## src/rtl/result_drain_pkg.sv

```systemverilog
// Shared types and sizing helpers for the results-SRAM drain streamer.
package result_drain_pkg;

  typedef enum logic [2:0] {
    ST_IDLE,
    ST_FETCH,
    ST_CAPTURE,
    ST_STREAM,
    ST_FIN
  } drain_state_e;

  // Default lane-slice width: one signed partial sum.
  localparam int DEFAULT_LANE_W = 24;

  function automatic int beats_per_row(input int matrix_size, input int lanes_per_beat);
    return matrix_size / lanes_per_beat;
  endfunction

  function automatic int beat_width(input int lane_w, input int lanes_per_beat);
    return lane_w * lanes_per_beat;
  endfunction

endpackage

```

## src/rtl/row_beat_serializer.sv

```systemverilog
// Row register(s), beat counter and lane mux for the drain streamer.
// RESULT_DRAIN_PREFETCH_EN adds a second row register used as a ping-pong buffer.
module row_beat_serializer
  import result_drain_pkg::*;
#(
  parameter int MATRIX_SIZE    = 32,
  parameter int PARTIAL_SUM_BW = DEFAULT_LANE_W,
  parameter int LANES_PER_BEAT = 4
) (
  input  logic                                   clk,
  input  logic                                   rst,
  input  logic                                   cap_en,
`ifdef RESULT_DRAIN_PREFETCH_EN
  input  logic                                   cap_alt,
  input  logic                                   swap,
`endif
  input  logic                                   fire,
  input  logic [PARTIAL_SUM_BW*MATRIX_SIZE-1:0]  rd_data,
  output logic                                   beat_last,
  output logic [PARTIAL_SUM_BW*LANES_PER_BEAT-1:0] out_data
);

  localparam int BPR    = beats_per_row(MATRIX_SIZE, LANES_PER_BEAT);
  localparam int BEAT_W = beat_width(PARTIAL_SUM_BW, LANES_PER_BEAT);
  localparam int ROW_W  = PARTIAL_SUM_BW * MATRIX_SIZE;
  localparam int CNT_W  = (BPR > 1) ? $clog2(BPR) : 1;
  localparam logic [CNT_W-1:0] BEAT_MAX = CNT_W'(BPR - 1);

  logic [CNT_W-1:0]           beat_q, beat_d;
  logic [ROW_W-1:0]           cur_row;
  logic [BPR-1:0][BEAT_W-1:0] beats;

`ifdef RESULT_DRAIN_PREFETCH_EN
  logic [1:0][ROW_W-1:0] buf_q, buf_d;
  logic                  act_q, act_d;

  always_comb begin
    buf_d = buf_q;
    act_d = act_q;
    if (cap_en)  buf_d[act_q]  = rd_data;
    if (cap_alt) buf_d[~act_q] = rd_data;
    if (swap)    act_d = ~act_q;
  end

  always_ff @(posedge clk or posedge rst) begin
    if (rst) begin
      buf_q <= '0;
      act_q <= 1'b0;
    end else begin
      buf_q <= buf_d;
      act_q <= act_d;
    end
  end

  assign cur_row = buf_q[act_q];
`else
  logic [ROW_W-1:0] row_q, row_d;

  always_comb begin
    row_d = row_q;
    if (cap_en) row_d = rd_data;
  end

  always_ff @(posedge clk or posedge rst) begin
    if (rst) row_q <= '0;
    else     row_q <= row_d;
  end

  assign cur_row = row_q;
`endif

  // Beat counter wraps at the row end so every row starts from beat 0.
  always_comb begin
    beat_d = beat_q;
    if (cap_en) beat_d = '0;
    if (fire)   beat_d = beat_last ? '0 : beat_q + 1'b1;
  end

  always_ff @(posedge clk or posedge rst) begin
    if (rst) beat_q <= '0;
    else     beat_q <= beat_d;
  end

  assign beat_last = (beat_q == BEAT_MAX);
  assign beats     = cur_row;
  assign out_data  = beats[beat_q];

endmodule

```

## src/rtl/result_drain_streamer.sv

```systemverilog
// Walks the results SRAM row by row and serializes each row onto a valid/ready stream.
// RESULT_DRAIN_PREFETCH_EN overlaps the next row fetch with streaming of the current row.
//
// state   | meaning
// IDLE    | waiting for start
// FETCH   | rd_address holds base+row
// CAPTURE | SRAM data valid, loaded into the row register
// STREAM  | beats presented to the sink
// FIN     | one-cycle done pulse
module result_drain_streamer
  import result_drain_pkg::*;
#(
  parameter int ADDRESSSIZE    = 10,
  parameter int MATRIX_SIZE    = 32,
  parameter int PARTIAL_SUM_BW = DEFAULT_LANE_W,
  parameter int LANES_PER_BEAT = 4
) (
  input  logic                                     clk,
  input  logic                                     rst,
  input  logic                                     start,
  input  logic [ADDRESSSIZE-1:0]                   base_addr,
  output logic [ADDRESSSIZE-1:0]                   rd_address,
  input  logic [PARTIAL_SUM_BW*MATRIX_SIZE-1:0]    rd_data,
  output logic                                     out_valid,
  input  logic                                     out_ready,
  output logic [PARTIAL_SUM_BW*LANES_PER_BEAT-1:0] out_data,
  output logic [ADDRESSSIZE-1:0]                   out_row,
  output logic                                     out_last,
  output logic                                     busy,
  output logic                                     done
);

  localparam logic [ADDRESSSIZE-1:0] LAST_ROW = ADDRESSSIZE'(MATRIX_SIZE - 1);

  drain_state_e           state_q, state_d;
  logic [ADDRESSSIZE-1:0] base_q, base_d, row_q, row_d, rd_address_q, rd_address_d;
  logic [ADDRESSSIZE-1:0] next_addr;
  logic                   cap_en, fire, beat_last, final_row;

  assign fire      = (state_q == ST_STREAM) && out_ready;
  assign final_row = (row_q == LAST_ROW);
  assign next_addr = base_q + row_q + ADDRESSSIZE'(1);

`ifdef RESULT_DRAIN_PREFETCH_EN
  // Prefetch pipe: 0 none, 1 address out, 2 data valid, 3 row buffered.
  logic [1:0] pf_q, pf_d;
  logic       cap_alt, swap;
`endif

  always_comb begin
    state_d      = state_q;
    base_d       = base_q;
    row_d        = row_q;
    rd_address_d = rd_address_q;
    cap_en       = 1'b0;
`ifdef RESULT_DRAIN_PREFETCH_EN
    pf_d    = pf_q;
    cap_alt = 1'b0;
    swap    = 1'b0;
`endif
    case (state_q)
      ST_IDLE: begin
        if (start) begin
          state_d      = ST_FETCH;
          base_d       = base_addr;
          row_d        = '0;
          rd_address_d = base_addr;
`ifdef RESULT_DRAIN_PREFETCH_EN
          pf_d = 2'd0;
`endif
        end
      end
      ST_FETCH:   state_d = ST_CAPTURE;
      ST_CAPTURE: begin
        cap_en  = 1'b1;
        state_d = ST_STREAM;
      end
      ST_STREAM: begin
`ifdef RESULT_DRAIN_PREFETCH_EN
        if (pf_q == 2'd2) begin
          cap_alt = 1'b1;
          pf_d    = 2'd3;
        end else if (pf_q == 2'd1) begin
          pf_d = 2'd2;
        end else if (pf_q == 2'd0 && !final_row) begin
          rd_address_d = next_addr;
          pf_d         = 2'd1;
        end
`endif
        if (fire && beat_last) begin
          if (final_row) begin
            state_d = ST_FIN;
          end else begin
            row_d = row_q + ADDRESSSIZE'(1);
`ifdef RESULT_DRAIN_PREFETCH_EN
            pf_d = 2'd0;
            if (pf_q == 2'd3) begin
              swap = 1'b1;
            end else begin
              // Next row not ready yet (very short rows): fall back to a plain fetch.
              cap_alt      = 1'b0;
              rd_address_d = next_addr;
              state_d      = ST_FETCH;
            end
`else
            rd_address_d = next_addr;
            state_d      = ST_FETCH;
`endif
          end
        end
      end
      ST_FIN:  state_d = ST_IDLE;
      default: state_d = ST_IDLE;
    endcase
  end

  always_ff @(posedge clk or posedge rst) begin
    if (rst) begin
      state_q      <= ST_IDLE;
      base_q       <= '0;
      row_q        <= '0;
      rd_address_q <= '0;
`ifdef RESULT_DRAIN_PREFETCH_EN
      pf_q         <= 2'd0;
`endif
    end else begin
      state_q      <= state_d;
      base_q       <= base_d;
      row_q        <= row_d;
      rd_address_q <= rd_address_d;
`ifdef RESULT_DRAIN_PREFETCH_EN
      pf_q         <= pf_d;
`endif
    end
  end

  row_beat_serializer #(
    .MATRIX_SIZE   (MATRIX_SIZE),
    .PARTIAL_SUM_BW(PARTIAL_SUM_BW),
    .LANES_PER_BEAT(LANES_PER_BEAT)
  ) u_ser (
    .clk      (clk),
    .rst      (rst),
    .cap_en   (cap_en),
`ifdef RESULT_DRAIN_PREFETCH_EN
    .cap_alt  (cap_alt),
    .swap     (swap),
`endif
    .fire     (fire),
    .rd_data  (rd_data),
    .beat_last(beat_last),
    .out_data (out_data)
  );

  assign rd_address = rd_address_q;
  assign out_valid  = (state_q == ST_STREAM);
  assign out_row    = row_q;
  assign out_last   = out_valid && final_row && beat_last;
  assign busy       = (state_q != ST_IDLE);
  assign done       = (state_q == ST_FIN);

endmodule

```

## config.mk

```make
export PLATFORM = sky130hd
export DESIGN_NAME = result_drain_streamer
export DESIGN_NICKNAME = d
export VERILOG_FILES = /design/src/rtl/result_drain_pkg.sv /design/src/rtl/row_beat_serializer.sv /design/src/rtl/result_drain_streamer.sv
export SDC_FILE = /design/constraint.sdc
export NUM_CORES = 1
export LEC_CHECK = 0
export ABC_AREA = 1
export CORE_AREA = 2 2 349 351
export DETAILED_ROUTE_END_ITERATION = 16
export DIE_AREA = 0 0 351 353
export SLEW_MARGIN = 20
export SYNTH_ARGS = -nofsm -noshare
export SYNTH_HDL_FRONTEND = slang
export SYNTH_SLANG_ARGS = --single-unit
```

## constraint.sdc

```tcl
create_clock -name clk -period 33.6 [get_ports clk]
set_clock_uncertainty 0.15 [all_clocks]
set_input_delay 3.36 -clock clk [delete_from_list [all_inputs] [get_ports clk]]
set_output_delay 3.36 -clock clk [all_outputs]
set_load 0.01 [all_outputs]
```

After elaboration in Yosys (flattened, before gate mapping):

Index checks and enable logic that the tools add are counted.

* register bits: 804
* bits in latches: 0
* bits in writable memories: 0
* ROM bits: 0
* input port bits: 782
* output and inout port bits: 120
* word-level logic and storage cells: 49
* memories kept: 0

* add/subtract/negate cells: 4
* $mul: 0
* divide/modulo/power cells: 0
* order comparisons: 1
* equality and inequality tests: 9
* shift-type cells: 0
* multiplexer cells: 18
* bitwise logic cells: 0
* reductions and logical operators: 11

Operators by type and width (number)
* 96-bit binary-select mux with 3-bit select: 1
* 96-bit two-way mux: 1
* 10-bit two-way mux: 6
* 10-bit one-hot mux with 2 select lines: 2
* 10-bit by 1-bit adder with 10-bit output, second input constant: 2
* 3-bit two-way mux: 6
* 3-bit one-hot mux with 4 select lines: 1
* 10-bit adder: 1
* 10-bit by 5-bit equality test with 1-bit output, second input constant: 1
* 3-bit by 2-bit equality test with 1-bit output, second input constant: 2
* 3-bit equality test, second input constant: 2
* 1-bit logical AND: 4
* 3-bit by 4-bit < comparator with 1-bit output, second input constant: 1
* 2-bit inequality test, second input constant: 2
* 2-bit AND reduction: 2
* 4-bit AND reduction: 1
* 2-bit nonzero test: 2
* 3-bit by 1-bit adder with 3-bit output, second input constant: 1
* 3-bit by 1-bit equality test with 1-bit output, second input constant: 1
* 3-bit zero test: 1
* 3-bit nonzero test: 1
* 2-bit by 1-bit inequality test with 1-bit output, second input constant: 1
* 1-bit two-way mux: 1

Logic depth before layout (Yosys ltp):

Gate-level depths: netlist of run 1.

* depth in word-level cells: 5
* depth in mapped cells: 12

By module:

From an unflattened synthesis of run 1, not the netlist that was laid out.

* cell total of the unflattened synthesis: 5341
* area, all modules: 39680.6 um2

Modules (own cells, without submodules)
* row_beat_serializer: times used 1, cells each 5040, area each 37491.0 um2, sequential area each 19293.5 um2
* result_drain_streamer: times used 1, cells each 301, area each 2189.6 um2, sequential area each 825.8 um2

Worst setup path before layout of run 1:

OpenSTA, ideal clock, no wires.

* kind: reg2out
* from: register u_ser.beat_q[0]
* to: output out_data[10]
* arrival time: 1.446 ns
* setup slack: 28.644 ns
* stages on the path, launching flop included: 9
* path through: dfrtp_1 inv_2 buf_4 buf_4 clkbuf_1 nand2_1 o21ai_0 a21oi_1 a31oi_1

* longest elaborated chain between the ends: 2

RTL lines
* start: declaration: line row_beat_serializer.sv:29 `logic [CNT_W-1:0] beat_q, beat_d;`
* start signal: assignment: line row_beat_serializer.sv:81 `else beat_q <= beat_d;`
* 96-bit binary-select mux with 3-bit select: line row_beat_serializer.sv:86 `assign out_data = beats[beat_q];`
* 96-bit two-way mux (implied by the code): line row_beat_serializer.sv:86
* end: declaration: line result_drain_streamer.sv:26 `output logic [PARTIAL_SUM_BW*LANES_PER_BEAT-1:0] out_data,`

Every way passes these cells. The select of a mux whose other input is x is not followed.

Final worst setup path of run 1:

* from: register u_ser.beat_q[0]
* to: output out_data[62]

The elaborated chain is that of the path after synthesis.

==> impl_results.md, run 1 <==
* Result of the run: completed
* Worst slew margin at 0.2467
* WP buf/inv at 4
* Met1 global-route usage at 0.2768
* WHS at 0.3278 ns
* CP delay by family, top: buffers and inverters
* Core box area at 0.1206 mm^2
* Detailed placement HPWL at 95.04 mm
* Area occupied by multi-input gates at 0.01512 mm^2
* Max_cap viols at 0
* # nets final at 5164
* Dpl cells at 5898
* RSZ-0062 raised after global routing: false
* Setup violators final at 0
* Gr busiest metal: met2
* Synth Register Bits at 804
* DP Worst Slack at 25.43 ns
* CP max FO at 74
* Placed Area at 0.04733 mm^2
* Final core area utilization at 0.4189
* Final hold vios at 0
* CTS tree: built
* Final Cell Area at 0.05052 mm^2
* Vias in the first global route at 29.33k
* Clk Latency, worst-skew pair at 0.68 ns
* CP max stage cell: dfrtp_4
* Synthesized area per cell at 10.36 um^2
* Postcts setup bufs at 0
* Cell variety after synth at 32
* Global-route wire length before repair at 194.2 mm
* # fillers at 11.72k
* Crit. End Element: output port
* Area Growth Syn to Fin at 36.14%
* Die Span X at 351 um
* Top cell by count, worst path: buf_4
* Clock tree buffer depth at 3
* Critical path's largest stage delay at 0.86 ns
* Ys async rst share at 1.000
* Post-route ant nets at 0
* Least-Margin Pin Slew at 1.125 ns
* Total CTS buffers at 94
* RePlAce Congestion at 0.9228
* Max-slew violation count at 0
* Initial antenna violation count at 49
* GRT Total Usage at 0.2092
* # DRC at 0
* Synthesized cell area at 0.03711 mm^2
* Number of port buffers at 901
* Power, Total at 4.900 mW
* DR pass1 iterations at 5
* P_leak at 21.15 nW
* Root buffer cell: clkbuf_16
* Post-Route Setup TNS at 0 ns
* Starting density of the core at 0.3077
* Arr. time, crit path at 5.28 ns
* Pin count of the biggest net entering global routing at 185
* Share of post-route cells with drive strength above 1 at 0.1843
* Final WS setup at 24.81 ns
* M2 GR Usage at 0.3334
* Post-CTS Resized at 0
* Via-per-instance ratio at 4.917
* Worst-path clk slew at 0.06 ns
* Fmax at 113.8 MHz
* Tcrit/Tclk final at 0.2616
* Routed vias at 30.01k
* Per-cell routed wire length at 21.93 um
* Peak supply drop at 53.53 uV
* Finished Layout Cells at 6104
* Die area at 0.1239 mm^2
* Worst setup SP type: register
* Register area share after synthesis at 0.5422
* Met3 Track Usage GR at 0.05030
* Routed WL at 133.9 mm
* I/O pins at 902
* Die height at 353 um
* Hold/Removal Path Class: reg -> reg
* Synth Flop Type: dfrtp_1
* GR Overflow Total at 0
* Number of synthesized flops with an enable pin at 0
* CP required at 30.09 ns
* Worst Setup Path Type: reg -> out
* Sink Count at 804
* Synth Instances at 3583
* Syn_nets at 4378
* Drt initial violations at 2180
* Post-CTS Hold Buffers at 0
* Fin crit period at 8.791 ns
* Worst-path cell chain: buf_4 > buf_4 > buf_4 > o211ai_1 > a31oi_1 > clkdlybuf4s50_1
* PD cells at 97.00 mW/mm^2
* H-tree depth at 3
* Rows at 128
* Sequential Area at 0.02013 mm^2
* Yosys warns at 0
cell usage in the layout, fill, tap and decap left out, types with 3 or more instances in the layout:
| master | Yosys | layout |
|---|---|---|
| a21oi_1 | 237 | 237 |
| a31oi_1 | 97 | 97 |
| buf_4 | 21 | 40 |
| bufinv_16 | 0 | 4 |
| clkbuf_1 | 105 | 30 |
| clkbuf_16 | 0 | 94 |
| clkbuf_8 | 0 | 22 |
| clkdlybuf4s50_1 | 0 | 901 |
| clkinv_2 | 0 | 11 |
| dfrtp_1 | 804 | 801 |
| dfrtp_4 | 0 | 3 |
| diode_2 | 0 | 35 |
| ha_1 | 12 | 12 |
| inv_1 | 176 | 175 |
| inv_6 | 0 | 4 |
| mux2_1 | 17 | 17 |
| mux2_2 | 620 | 620 |
| nand2_1 | 240 | 240 |
| nand3_1 | 35 | 35 |
| nand4_1 | 6 | 6 |
| nor2_1 | 560 | 560 |
| o211ai_1 | 39 | 39 |
| o21ai_0 | 441 | 441 |
| o21ai_1 | 25 | 25 |
worst reg2reg max path, delay by kind of cell (launching register included):
family | cells | cell delay (ns)
buffers and inverters | 5 | 3.68
flip-flops | 1 | 0.43
multiplexers | 1 | 0.49
AND/OR/NAND/NOR | 1 | 0.61
final cells by class:
type / count / share of cell area
clock buffers: 146 / 0.05478
clock inverters: 25 / 0.006613
flip-flops and latches: 804 / 0.3985
well taps: 1625 / 0.04025
repair buffers: 943 / 0.1851
diodes: 35 / 0.001734
inverters: 180 / 0.01382
multi-input cells: 2346 / 0.2992
cells in the mapped netlist (2+ instances only):
cell | instances | area, um^2
buf_6 | 3 | 33.78
xnor2_1 | 2 | 17.52
buf_4 | 21 | 157.7
nor2_1 | 560 | 2102
o21ai_1 | 25 | 125.1
a31oi_1 | 97 | 606.8
xor2_1 | 2 | 17.52
or2_2 | 2 | 12.51
nand2_1 | 240 | 900.9
mux2_1 | 17 | 191.4
inv_2 | 4 | 15.01
o211ai_1 | 39 | 292.8
nand4_1 | 6 | 37.54
a21oi_1 | 237 | 1186
ha_1 | 12 | 150.1
inv_1 | 176 | 660.6
o21ai_0 | 441 | 2207
buf_2 | 121 | 605.6
dfrtp_1 | 804 | 20120
nand3_1 | 35 | 175.2
nor3_1 | 2 | 10.01
clkbuf_1 | 105 | 394.1
buf_1 | 3 | 11.26
nor2_2 | 2 | 12.51
mux2_2 | 620 | 6982
where the power goes:
| group | switching (mW) | internal (mW) |
|---|---|---|
| clock network | 0.432 | 0.600 |
| registers | 0.293 | 1.47 |
| logic | 1.09 | 1.02 |
path summary, 6_finish.rpt:
check / end / cells past startpoint / start / slack [ns]
max: out_data[62] / 6 / u_ser.beat_q[0]$_DFFE_PP0P_ / 24.81
min: rd_address[9]$_DFFE_PP0P_ / 2 / rd_address[9]$_DFFE_PP0P_ / 0.33
max reg2reg: u_ser.beats[318]$_DFFE_PP0P_ / 7 / state_q[2]$_DFFE_PP0P_ / 28.12
min reg2reg: rd_address[9]$_DFFE_PP0P_ / 2 / rd_address[9]$_DFFE_PP0P_ / 0.33
max in group asynchronous: u_ser.beats[755]$_DFFE_PP0P_ / 6 / rst / 26.43
min in group asynchronous: u_ser.beats[708]$_DFFE_PP0P_ / 2 / rst / 3.02
registers in the layout (all words and copies together) (netlist names):
signal        count
u_ser.beats     768
base_q           10
out_row          10
rd_address       10
state_q           3
u_ser.beat_q      3
layer usage:
| metal | vias to the layer above | part of all wire |
|---|---|---|
| met1 | 15025 | 0.43 |
| met4 | 30 | 0.028 |
| li1 | 13816 | - |
| met3 | 207 | 0.069 |
| met5 | - | 0.0014 |
| met2 | 934 | 0.47 |
cell families (layout without fill, tap and decap cells):
kind of cell / after synthesis / in the layout / share of synthesized area
AOI/OAI and AO/OA: 841 / 841 / 0.1195
xor gates and xnor gates: 4 / 4 / 0.0009443
adders and majority gates: 13 / 13 / 0.004586
buffers and inverters: 433 / 1294 / 0.05061
DFF: 804 / 804 / 0.5422
muxes: 637 / 637 / 0.1933
other: 0 / 35 / 0
and+or+nand+nor: 851 / 851 / 0.08885
No activity file was read; power rests on OpenSTA's default activity.
==> run 2, diff against run 1 <==
clock period = 8.1 ns   (was 33.6 ns; I/O delays follow)
==> run 2 against run 1 <==
Sequential cell count unchanged; critical path depth shrank 1; largest cell class unchanged; core utilization is 0.094 points higher.
==> impl_results.md, run 2 (synthesis gave the netlist of run 1 again) <==
* Met3 WL at 10.29 mm (+11%)
* Worst-path clk slew at 0.06 ns (about the same)
* GR Overflow Total at 0 (unchanged)
* Die height at 353 um (unchanged)
* Area Growth Syn to Fin at 36.45%
* Hold/Removal Path Class: reg -> reg
* Worst-path cell chain: inv_8 > buf_12 > o21ai_0 > a31oi_1 > clkdlybuf4s50_1
* CP required at 7.14 ns (-22.95 ns)
* Postcts setup bufs at 0 (unchanged)
* Finished Layout Cells at 6104 (unchanged)
* RSZ-0062 raised after global routing: false
* Setup violators final at 0 (unchanged)
* # nets final at 5154 (-0.19%)
* DR top layer: met5
* PD cells at 404.1 mW/mm^2 (+320%)
* Per-cell routed wire length at 22.44 um (+2.3%)
* Vias in the first global route at 29.77k (+1.5%)
* Die Span X at 351 um (unchanged)
* Total CTS buffers at 92 (-2.1%)
* Fmax at 177.5 MHz
* CP max FO at 205 (+180%)
* Root buffer cell: clkbuf_16
* Rows at 128 (unchanged)
* Worst slew margin at 0.2095 (-0.03717)
* CTS tree: built
* Number of port buffers at 901 (unchanged)
* Detailed placement HPWL at 95.61 mm (+0.60%)
* Post-CTS Hold Buffers at 0 (unchanged)
* Starting density of the core at 0.3077 (unchanged)
* Die area at 0.1239 mm^2 (unchanged)
* Sink Count at 804 (unchanged)
* Global-route wire length before repair at 198.2 mm (+2.0%)
* H-tree depth at 3 (unchanged)
* Crit. End Element: output port
* Number of flip-flops in the largest register at 768 (unchanged)
* Arr. time, crit path at 4.67 ns (-0.61 ns)
* Pin count of the biggest net entering global routing at 206 (+11%)
* Result of the run: completed
* Core box area at 0.1206 mm^2 (unchanged)
* WP buf/inv at 3 (-1)
* Via-per-instance ratio at 4.917 (unchanged)
* Dpl cells at 5890 (-0.14%)
* Final hold vios at 0 (unchanged)
* Post-CTS Resized at 0 (unchanged)
* Tcrit/Tclk final at 0.6954
* Most common cell after layout, fill and taps aside: clkdlybuf4s50_1
* Critical path's largest stage delay at 0.85 ns (about the same)
* Worst Setup Path Type: reg -> out
* Routed WL at 137.0 mm (+2.3%)
* # DRC at 0 (unchanged)
* CP delay by family, top: buffers and inverters
* I/O pins at 902 (unchanged)
* Peak supply drop at 228.2 uV (+330%)
* DR pass1 iterations at 6 (+1)
* Share of post-route cells with drive strength above 1 at 0.1843 (about the same)
* Least-Margin Pin Slew at 1.186 ns (+0.06070 ns)
* Drt initial violations at 2425 (+11%)
* Initial antenna violation count at 56 (+14%)
* Final core area utilization at 0.4199 (+0.0009440)
* Metal-1 WL at 57.51 mm (+0.77%)
* Clk Latency, worst-skew pair at 0.68 ns (about the same)
* Max-slew violation count at 0 (unchanged)
* CP max stage cell: dfrtp_4
* Fin crit period at 5.633 ns
* P_leak at 21.17 nW (about the same)
* WHS at 0.3356 ns (+0.007771 ns)
* Clock tree buffer depth at 3 (unchanged)
* RePlAce Congestion at 0.8940 (-3.1%)
* Max_cap viols at 0 (unchanged)
* Power, Total at 20.46 mW (+320%)
* Commonest non-fill, non-tap cells in the layout: clkdlybuf4s50_1, dfrtp_1, mux2_2, nor2_1, o21ai_0
* Routed wl met2 at 64.91 mm (+2.1%)
* Post-route ant nets at 0 (unchanged)
* Worst setup SP type: register
* Routed vias at 30.01k (unchanged)
* GRT Total Usage at 0.2143 (+0.005021)
[run 2: cell count changes in the layout (fill, tap and decap cells not counted), moves of 3 or more]
cell        before  now
clkinvlp_4       1    4
buf_12           1   10
buf_4           40   24
bufinv_16        4    7
clkbuf_1        30   20
clkinv_2        11   15
diode_2         35   47
[run 2: worst paths after layout]
path                                        startpoint                      endpoint  slack [ns]  cells past startpoint
max                        u_ser.beat_q[0]$_DFFE_PP0P_                  out_data[31]        2.47                      5
min                          rd_address[6]$_DFFE_PP0P_     rd_address[6]$_DFFE_PP0P_        0.34                      2
max reg2reg                u_ser.beat_q[0]$_DFFE_PP0P_     rd_address[5]$_DFFE_PP0P_        4.34                     11
min reg2reg                  rd_address[6]$_DFFE_PP0P_     rd_address[6]$_DFFE_PP0P_        0.34                      2
max in group asynchronous                          rst  u_ser.beats[282]$_DFFE_PP0P_        5.38                      4
min in group asynchronous                          rst  u_ser.beats[518]$_DFFE_PP0P_        0.54                      2
[run 2: final cells by class]
class / count / area, um^2
multi-input combinational: 2346 / 15120
fill: 11616 / 69960
sequential: 804 / 20130
tap: 1625 / 2033
antenna: 47 / 117.6
timing repair buffer: 935 / 9399
clock inverter: 34 / 462.9
inverter: 180 / 694.4
clock buffer: 133 / 2678
[run 2: per-stage QoR]
| step | area, um^2 | TNS (ns) | setup slack, ns |
|---|---|---|---|
| after floorplan | 37110 | -3132.93 | -3.897 |
| after global placement | 47370 | 0 | 3.181 |
| after detailed placement | 47370 | 0 | 3.200 |
| after CTS | 50510 | 0 | 2.415 |
| after global routing | 50610 | 0 | 2.216 |
| final | 50630 | 0 | 2.467 |
[run 2: layer usage]
metal,GRT usage,up-vias
met3,0.05093,234
met4,0.08515,26
met2,0.3408,1068
li1,-,13820
met5,0,-
met1,0.2803,14864
[run 2: where the power goes]
| part | internal, mW | switching [mW] | leakage [nW] |
|---|---|---|---|
| Sequential | 6.08 | 1.29 | 9.30 |
| Combinational | 4.23 | 4.52 | 10.3 |
| Clock | 2.54 | 1.80 | 1.54 |
[run 2: worst reg2reg max path: stages, from the launching register on]
cell,delay [ns]
dfrtp_4,1.14
buf_12,0.66
ha_1,0.32
ha_1,0.14
inv_1,0.08
o21ai_1,0.27
o21ai_2,0.12
inv_1,0.14
nand2_1,0.08
nor2_2,0.34
nand3_1,0.18
nand2_1,0.09
